<file path="config.mk">
export PLATFORM = sky130hd
export DESIGN_NAME = pmem_arbiter
export DESIGN_NICKNAME = d
export VERILOG_FILES = /design/src/rtl/pmem_arbiter.sv
export SDC_FILE = /design/constraint.sdc
export NUM_CORES = 1
export LEC_CHECK = 0
export ABC_AREA = 1
export CORE_AREA = 2 2 272 274
export DETAILED_ROUTE_END_ITERATION = 7
export DIE_AREA = 0 0 274 276
export PLACE_DENSITY = 0.45
export SYNTH_ARGS = -nofsm -noshare
export SYNTH_HDL_FRONTEND = slang
export SYNTH_SLANG_ARGS = --single-unit
</file>
<file path="constraint.sdc">
create_clock -name clk -period 3.07 [get_ports clk]
set_input_delay 0.614 -clock clk [delete_from_list [all_inputs] [get_ports clk]]
set_output_delay 0.614 -clock clk [all_outputs]
set_load 0.1 [all_outputs]
</file>
<file path="src/rtl/pmem_arbiter.sv">
// pmem_arbiter: shares one physical memory line port between I-cache and D-cache.
// Round-robin on ties; the winning request is registered and replayed until pmem_resp.
module pmem_arbiter #(
    parameter int ADDR_WIDTH = 16,
    parameter int LINE_WIDTH = 128
) (
    input  logic                  clk,
    input  logic                  rst_n,

    input  logic                  icache_pmem_read,
    input  logic [ADDR_WIDTH-1:0] icache_pmem_address,
    output logic [LINE_WIDTH-1:0] icache_pmem_rdata,
    output logic                  icache_pmem_resp,

    input  logic                  dcache_pmem_read,
    input  logic                  dcache_pmem_write,
    input  logic [ADDR_WIDTH-1:0] dcache_pmem_address,
    input  logic [LINE_WIDTH-1:0] dcache_pmem_wdata,
    output logic [LINE_WIDTH-1:0] dcache_pmem_rdata,
    output logic                  dcache_pmem_resp,

    output logic                  pmem_read,
    output logic                  pmem_write,
    output logic [ADDR_WIDTH-1:0] pmem_address,
    output logic [LINE_WIDTH-1:0] pmem_wdata,
    input  logic [LINE_WIDTH-1:0] pmem_rdata,
    input  logic                  pmem_resp
);

    typedef enum logic [1:0] {
        IDLE    = 2'd0,
        GRANT_I = 2'd1,
        GRANT_D = 2'd2
    } state_t;

    state_t                state_q;
    state_t                state_d;
    logic                  last_d_q;
    logic                  last_d_d;
    logic [ADDR_WIDTH-1:0] addr_q;
    logic [ADDR_WIDTH-1:0] addr_d;
    logic [LINE_WIDTH-1:0] wdata_q;
    logic [LINE_WIDTH-1:0] wdata_d;
    logic                  op_wr_q;
    logic                  op_wr_d;

    logic i_req;
    logic d_req;
    logic pick_i;
    logic pick_d;

    assign i_req = icache_pmem_read;
    assign d_req = dcache_pmem_read | dcache_pmem_write;

    // On a tie the requester that was not served last wins.
    assign pick_i = i_req & (~d_req | last_d_q);
    assign pick_d = d_req & ~pick_i;

    assign icache_pmem_rdata = pmem_rdata;
    assign dcache_pmem_rdata = pmem_rdata;

    always_ff @(posedge clk) begin
        if (!rst_n) begin
            state_q  <= IDLE;
            last_d_q <= 1'b1;
            addr_q   <= '0;
            wdata_q  <= '0;
            op_wr_q  <= 1'b0;
        end else begin
            state_q  <= state_d;
            last_d_q <= last_d_d;
            addr_q   <= addr_d;
            wdata_q  <= wdata_d;
            op_wr_q  <= op_wr_d;
        end
    end

    always_comb begin
        state_d          = state_q;
        last_d_d         = last_d_q;
        addr_d           = addr_q;
        wdata_d          = wdata_q;
        op_wr_d          = op_wr_q;
        pmem_read        = 1'b0;
        pmem_write       = 1'b0;
        pmem_address     = addr_q;
        pmem_wdata       = wdata_q;
        icache_pmem_resp = 1'b0;
        dcache_pmem_resp = 1'b0;

        unique case (state_q)
            IDLE: begin
                unique case (1'b1)
                    pick_i: begin
                        state_d  = GRANT_I;
                        last_d_d = 1'b0;
                        addr_d   = icache_pmem_address;
                        op_wr_d  = 1'b0;
                    end
                    pick_d: begin
                        state_d  = GRANT_D;
                        last_d_d = 1'b1;
                        addr_d   = dcache_pmem_address;
                        wdata_d  = dcache_pmem_wdata;
                        op_wr_d  = dcache_pmem_write;
                    end
                    default: ;
                endcase
            end
            GRANT_I: begin
                pmem_read  = ~op_wr_q;
                pmem_write = op_wr_q;
                if (pmem_resp) begin
                    icache_pmem_resp = 1'b1;
                    state_d          = IDLE;
                end
            end
            GRANT_D: begin
                pmem_read  = ~op_wr_q;
                pmem_write = op_wr_q;
                if (pmem_resp) begin
                    dcache_pmem_resp = 1'b1;
                    state_d          = IDLE;
                end
            end
            default: state_d = IDLE;
        endcase
    end

endmodule

</file>
## After elaboration in Yosys (flattened, before gate mapping)

Index checks and enable logic that the tools add are counted.

| word-level totals | value |
|---|---|
| bits in registers | 148 |
| output and inout bits | 404 |

| operators by class | value |
|---|---|
| equal/unequal tests | 4 |
| muxes and demuxes | 11 |
| bitwise gates (word level) | 7 |
| reduce and logical (&&, ||, !) cells | 6 |

Operator list:

| cell | count |
|---|---|
| case mux 16 bit (2 select lines) | 1 |
| case mux 2 bit (2 select lines) | 2 |
| AND reduction 2 bit | 3 |
| two-way mux 1 bit | 5 |
| case mux 1 bit (2 select lines) | 2 |
| != test 3 bit, second input constant | 1 |
| inverter 1 bit | 3 |
| bitwise AND 1 bit | 2 |
| == test 2 x 1 -> 1 bit, second input constant | 1 |
| == test 2 bit, second input constant | 1 |
| logical NOT 2 bit | 1 |
| two-way mux 2 bit | 1 |
| != test 2 x 1 -> 1 bit, second input constant | 1 |
| OR 1 bit | 2 |
| nonzero test 2 bit | 1 |
| OR reduction 2 bit | 1 |

## Depth between registers and ports, before layout

Gate-level depths: netlist of run 1.

| depth | value |
|---|---|
| depth in word-level cells | 8 |
| gate-level depth with buffers | 9 |
| mapped depth without buffers | 8 |

## Worst setup path after synthesis of run 1

OpenSTA, ideal clock, no wires.

| timing path | value |
|---|---|
| kind | flip-flop to output port |
| from | register state_q[0] |
| to | output pmem_read |
| data arrival time | 1967 ps |
| data required time | 2456 ps |
| setup slack | 489 ps |
| cell stages (with the launch flop) | 5 |
| path through | dfxtp_1 inv_1 ha_1 inv_1 nor2_1 |

| between the ends | value |
|---|---|
| cells in the longest elaborated chain, start to end | 3 |
| elaborated cells on any way between the ends | 4 |

RTL lines:

| what | RTL line | text |
|---|---|---|
| start: declaration | 36 | `state_t state_q;` |
| start signal: assignment | 70 | `state_q <= state_d;` |
| == test 2 bit or == test 2 x 1 -> 1 bit (tied branches) | 91 | `unique case (state_q)` |
| OR reduction 2 bit (no line) (*) | - |  |
| two-way mux 1 bit (*) | - |  |
| end: declaration | 22 | `output logic pmem_read,` |

Every way passes the cells marked *; elsewhere a longest branch is shown, timed or not.

## Worst setup path after layout of run 1

Same ends and word-level chain as after synthesis.

==> results of run 1 <==
## cell families after synthesis
kind of cell | Yosys count | share of synthesized area (%)
fa+ha+maj | 3 | 0.4576
simple gates | 597 | 27.73
compound gates | 22 | 1.571
flops | 148 | 36.12
buf+inv | 476 | 34.12
## sequential cells by signal, indices dropped and copies added (netlist names)
name,flops
state_q,2
last_d_q,1
pmem_address,16
pmem_wdata,128
op_wr_q,1
## worst max path at each step
stage / slack, ns / from / to / cells past startpoint
floorplan: 0.49 / state_q[0] / pmem_read / 4
CTS: 0.71 / state_q[0] / pmem_read / 5
finish: 0.80 / state_q[0] / pmem_read / 5
detailed placement: 0.61 / dcache_pmem_write / pmem_address[15] / 7
global route: 0.65 / state_q[0] / pmem_read / 5
global placement: 0.61 / dcache_pmem_write / pmem_address[13] / 7
## routing by layer
| layer | vias to the layer above | routed length [µm] | share of wire [%] | track usage [%] |
|---|---|---|---|---|
| met3 | 110 | 4230 | 15 | 5.289 |
| met5 | - | 65 | 0.23 | 0.8344 |
| li1 | 3405 | - | - | - |
| met4 | 6 | 1663 | 5.8 | 5.254 |
| met2 | 427 | 11230 | 39 | 10.12 |
| met1 | 2869 | 11260 | 40 | 7.906 |
## synth_stat cells
| library cell | count | share of area [%] |
|---|---|---|
| nand2_1 | 316 | 14 |
| clkinv_1 | 1 | 0.046 |
| a21oi_2 | 2 | 0.21 |
| or2_2 | 1 | 0.076 |
| inv_1 | 169 | 7.7 |
| a21oi_1 | 19 | 1.2 |
| nor2_4 | 1 | 0.14 |
| nor2_1 | 260 | 12 |
| o21ai_4 | 1 | 0.20 |
| clkbuf_1 | 16 | 0.73 |
| buf_4 | 258 | 24 |
| nand3_1 | 19 | 1.2 |
| inv_2 | 2 | 0.092 |
| buf_6 | 1 | 0.14 |
| dfxtp_1 | 148 | 36 |
| buf_2 | 29 | 1.8 |
| ha_1 | 3 | 0.46 |
## worst reg2reg max path, stage by stage, from the launching register on
cell and delay, ns:
dfxtp_1 0.31, inv_1 0.09, ha_1 0.20, inv_1 0.09, nor2_4 0.20, buf_12 0.19
buf_12 0.31, nand2_1 0.15, nand2_1 0.07, nor2_1 0.04
## where the power goes
part / switching (mW) / internal (mW)
combinational: 4.18 / 1.17
clock: 0.950 / 1.37
sequential: 0.228 / 2.35
## per-stage QoR
step           power (mW)  cell area, µm²
2_1_floorplan       8.294            8203
3_3_place_gp        8.045           10170
3_5_place_dp        8.044           10170
4_1_cts             10.51           10790
5_1_grt             10.87           10790
6_report            10.25           10790
## layout make-up
| cell class | count | area (µm²) |
|---|---|---|
| fillers | 8501 | 61800 |
| flip-flops and latches | 148 | 2963 |
| repair buffers | 324 | 2918 |
| multi-input cells | 622 | 2441 |
| well taps | 959 | 1200 |
| inverters | 172 | 645.6 |
| clock buffers | 18 | 439.2 |
| clock inverters | 13 | 182.7 |
==> impl_metrics.toml, run 1 <==
[timing]
rsz0062_at_grt = "false"
hold_viol_final = 0
max_slew_margin_pct = 45.32
fmaxAchievable_mhz = 440.9
slew_violations = 0
timing.final.ws_setup_ns = 0.8018
period_minus_slack_ns = 2.268
finalSetupTns_ns = 0
timing.hold.ws_ns = 0.4810
post-route-period-util_pct = 73.88
setup_viol = 0
finClkSkew_ns = 0.01051
worst_pin_slew_ns = 0.8183

[drt]
drc = 0
first_iter_violations = 257
viasPerCell = 3.022
drt_wl_total_um = 28450
first_pass_iters = 4
wl_per_cell_um = 12.61
dr_total_vias = 6817
ant_nets = 0

[setup_path]
crit_family = "buffers and inverters"
start_kind = "flip-flop"
cp_common_cell = "inv_1"
endpoint_kind = "output port"
worstSetupPathType = "reg2out"
critPathBufInv = 3
ff2ff_setup_slack_ns = 1.33
r2r-end = "pmem_wdata[85]"
reg2reg_depth = 9
required_ns = 2.46
arrival_ns = 1.65
cpPeakStageDelay_ns = 0.35
cp_slowest_cell = "dfxtp_1"
crit_chain = "inv_1 -> ha_1 -> inv_1 -> nor2_1 -> buf_4"
rr_startpoint = "state_q[1]"
crit_path_max_fanout = 3

[grt]
grt_pass1_vias = 6534
grt_usage_pct = 7.430
antenna_found_initial = 2
grt_pass1_wl_um = 41090
grt_remaining_overflow = 0
grt_start_max_net_pins = 83

[placement]
pre_cts_slack_ns = 0.6065
gp_congestion = 0.7410
io_buffers = 313
hpwlAfterDp_um = 21790
placedCellCount = 2225

[final_layout]
fin_util_pct = 14.86
syn2layout_area_growth_pct = 31.53
fin_nets = 1582
drive_gt1_share_pct = 15.27
final_common_cell = "nand2_1"
diodes = 0
final_cell_mix = "nand2_1 (316), nor2_1 (260), inv_1 (169)"
stdcell_count = 2256

[synthesis]
yosys_warnings = 0
ys_seq_area_share_pct = 36.12
ys_seq_elements = 148
avgSynthCellArea_um2 = 6.583
syn-num-nets = 1543
syn_inst = 1246
synth_cell_types = 17
syn-cell-area_um2 = 8203

[clock_tree]
clk_pin_slew_ns = 0.07
tritoncts = "done"
cts_hold_buf = 0
cts_root_buffer = "clkbuf_16"
h-tree-depth = 4
clk-insertion-delay-late_ns = 0.48
cts_sinks = 148
cts_buffers = 17
post_cts_buffers = 0
ctsResizeCount = 0
clk_path_buf_depth = 2

[worst_hold_path]
min_to = "pmem_wdata[26]"
min_from = "pmem_wdata[26]"
hold_path_class = "reg2reg"
worstHoldPathCells = 2

[power_and_ir_drop]
power.density_nw_per_um2 = 950.5
ir_drop_v = 0.0004419
cellLeakagePower_nw = 5.277

[die]
io_pins = 698
num_rows = 99
die_area_um2 = 75620
fp.coreArea_um2 = 72590
initial_core_util_pct = 11.30
die_x_um = 274
die_y_um = 276

[flow_run]
maxCapViolCount = 0

[run_status]
status = "completed"
(Power assumes the default switching activity.)
==> inputs of run 2 (changes only) <==
--- a/config.mk
+++ b/config.mk
@@ -6,10 +6,10 @@
 export NUM_CORES = 1
 export LEC_CHECK = 0
 export ABC_AREA = 1
-export CORE_AREA = 2 2 272 274
+export CORE_AREA = 2 2 273 275
 export DETAILED_ROUTE_END_ITERATION = 7
-export DIE_AREA = 0 0 274 276
-export PLACE_DENSITY = 0.45
+export DIE_AREA = 0 0 275 277
+export PLACE_DENSITY = 0.46
 export SYNTH_ARGS = -nofsm -noshare
 export SYNTH_HDL_FRONTEND = slang
 export SYNTH_SLANG_ARGS = --single-unit
==> constraint.sdc (replaced) <==
create_clock -name clk -period 2.05 [get_ports clk]
set_input_delay 0.41 -clock clk [delete_from_list [all_inputs] [get_ports clk]]
set_output_delay 0.41 -clock clk [all_outputs]
set_load 0.1 [all_outputs]
==> run 2 against run 1 <==
Against the previous run: die area up 0.73%; flip-flop and latch count stayed put; routed wire length fell by 3.7%; critical path type unchanged; largest power group unchanged.
==> impl_metrics.toml, run 2 (same netlist as run 1, synthesis figures left out) <==
[drt]
first_pass_iters = 4
drc = 0
dr_total_vias = 6894
first_iter_violations = 195
wl_per_cell_um = 11.97
viasPerCell = 3.010
ant_nets = 0
drt_wl_total_um = 27400

[timing]
rsz0062_at_grt = "false"
period_minus_slack_ns = 1.942
slew_violations = 0
hold_viol_final = 0
setup_viol = 0
post-route-period-util_pct = 94.75
timing.final.ws_setup_ns = 0.1076
max_slew_margin_pct = 50.18
worst_pin_slew_ns = 0.7473
finClkSkew_ns = 0.02243
fmaxAchievable_mhz = 514.8

[final_layout]
syn2layout_area_growth_pct = 34.66
largest_reg_flops = 128
fin_nets = 1605
drive_gt1_share_pct = 17.03
diodes = 0
finalInstanceArea_um2 = 11050
fin_util_pct = 15.01
nFillCells = 8619
final_cell_mix = "nand2_1 (316), nor2_1 (259), buf_4 (169)"
stdcell_count = 2290
final_common_cell = "nand2_1"

[die]
die_y_um = 277
die_area_um2 = 76180
num_rows = 100
initial_core_util_pct = 11.15
fp.coreArea_um2 = 73570
die_x_um = 275
io_pins = 698

[grt]
gr-max-usage-layer = "met2"
grt_remaining_overflow = 0
grt_use_met3_pct = 4.405
groute.layer.met2.usage_pct = 9.947
grt_usage_pct = 7.039
antenna_found_initial = 2
grt_pass1_vias = 6527
grt_start_max_net_pins = 73
grt_use_met1_pct = 7.672
grt_pass1_wl_um = 39610

[run_status]
status = "completed"

[clock_tree]
h-tree-depth = 4
cts_buffers = 17
clk-insertion-delay-late_ns = 0.48
post_cts_buffers = 0
cts_root_buffer = "clkbuf_16"
tritoncts = "done"
clk_path_buf_depth = 2
cts_sinks = 148
clk_pin_slew_ns = 0.06

[worst_hold_path]
hold_path_class = "in2reg"

[setup_path]
cp.depth = 5
arrival_ns = 1.53
cpPeakStageDelay_ns = 0.34
crit_path_max_fanout = 3
crit_family = "flip-flops"
endpoint_kind = "output port"
r2r-end = "pmem_wdata[27]"
cp_common_cell = "inv_1"
ff2ff_setup_slack_ns = 0.41
critPathBufInv = 3
required_ns = 1.64
cp-startpoint = "state_q[0]"
start_kind = "flip-flop"
cp_slowest_cell = "dfxtp_2"
reg2reg_depth = 9
crit_end = "pmem_read"
rr_startpoint = "state_q[0]"
crit_chain = "inv_1 -> ha_4 -> inv_1 -> nor2_2 -> buf_12"
worstSetupPathType = "reg2out"

[power_and_ir_drop]
clkPwrFrac_pct = 21.2
swShare_pct = 52.05
power.density_nw_per_um2 = 1393
p_total_mw = 15.39
cellLeakagePower_nw = 5.409
ir_drop_v = 0.0005839
switching_power_mw = 8.008
p_int_mw = 7.378
power_frac_comb_pct = 53.7
p_seq_share_pct = 25.1

[placement]
gp_congestion = 0.7480
hpwlAfterDp_um = 21160
placedCellCount = 2258
io_buffers = 313
post_dp_cell_area_um2 = 10450
pre_cts_slack_ns = -0.08939

[flow_run]
maxCapViolCount = 0
## run 2: cell count changes in the layout (fill, tap and decap cells not counted), moves of 3 or more
cell       delta
bufinv_16     -3
clkbuf_8      +5
buf_4        +15
buf_12        +7
## run 2: how the worst min path moves through the flow
stage | startpoint | to | slack, ns | cells past startpoint
after floorplan | state_q[0] | state_q[0] | 0.46 | 2
after global placement | pmem_wdata[52] | pmem_wdata[52] | 0.47 | 2
after detailed placement | pmem_wdata[53] | pmem_wdata[53] | 0.47 | 2
after CTS | rst_n | last_d_q | 0.30 | 3
after global routing | rst_n | last_d_q | 0.32 | 3
final | rst_n | last_d_q | 0.34 | 3
## run 2: worst reg2reg max path, cell delays in order (launching register included)
cell and delay, ns:
dfxtp_2 0.33, inv_1 0.11, ha_4 0.15, inv_1 0.09, nor2_4 0.21, buf_12 0.21, buf_12 0.21, nand2_1 0.07
nand2_1 0.11, nor2_1 0.05
## run 2: metal layers
layer  vias up  wire (µm)
met1      2880      11170
met5         -         46
met4         2       1346
met2       453      11120
li1       3454          -
met3       105       3717
## run 2: power groups by stage
stage | logic [mW] | clock network [mW] | registers, mW
floorplan | 4.13 | 0 | 8.29
CTS | 8.35 | 3.50 | 3.88
global placement | 8.35 | 0 | 3.92
detailed placement | 8.33 | 0 | 3.93
finish | 8.27 | 3.26 | 3.87
global route | 8.76 | 3.56 | 3.95
## run 2: cell type report
class | count | area (µm²) | share of cell area, %
repair buffers | 347 | 3182 | 28.81
multi-input cells | 622 | 2456 | 22.24
flip-flops and latches | 148 | 2965 | 26.85
well taps | 969 | 1212 | 10.98
clock inverters | 7 | 68.82 | 0.6230
inverters | 172 | 645.6 | 5.845
clock buffers | 25 | 515.5 | 4.667
## run 2: repair_timing
item / CTS / global route
gates cloned: 0 / 0
hold endpoints to repair: 0 / 0
endpoints found under the setup margin: 1 / 1
pin swaps: 1 / 0
resized for setup: 2 / 2
hold buffers: 0 / 0
## run 2: metrics by stage
| stage | hold slack, ns | setup TNS (ns) |
|---|---|---|
| after global placement | 0.4656 | -0.8380 |
| after CTS | 0.2964 | 0 |
| after global routing | 0.3167 | 0 |
| after detailed placement | 0.4731 | -0.4692 |
| final | 0.3383 | 0 |
| after floorplan | 0.4613 | 0 |
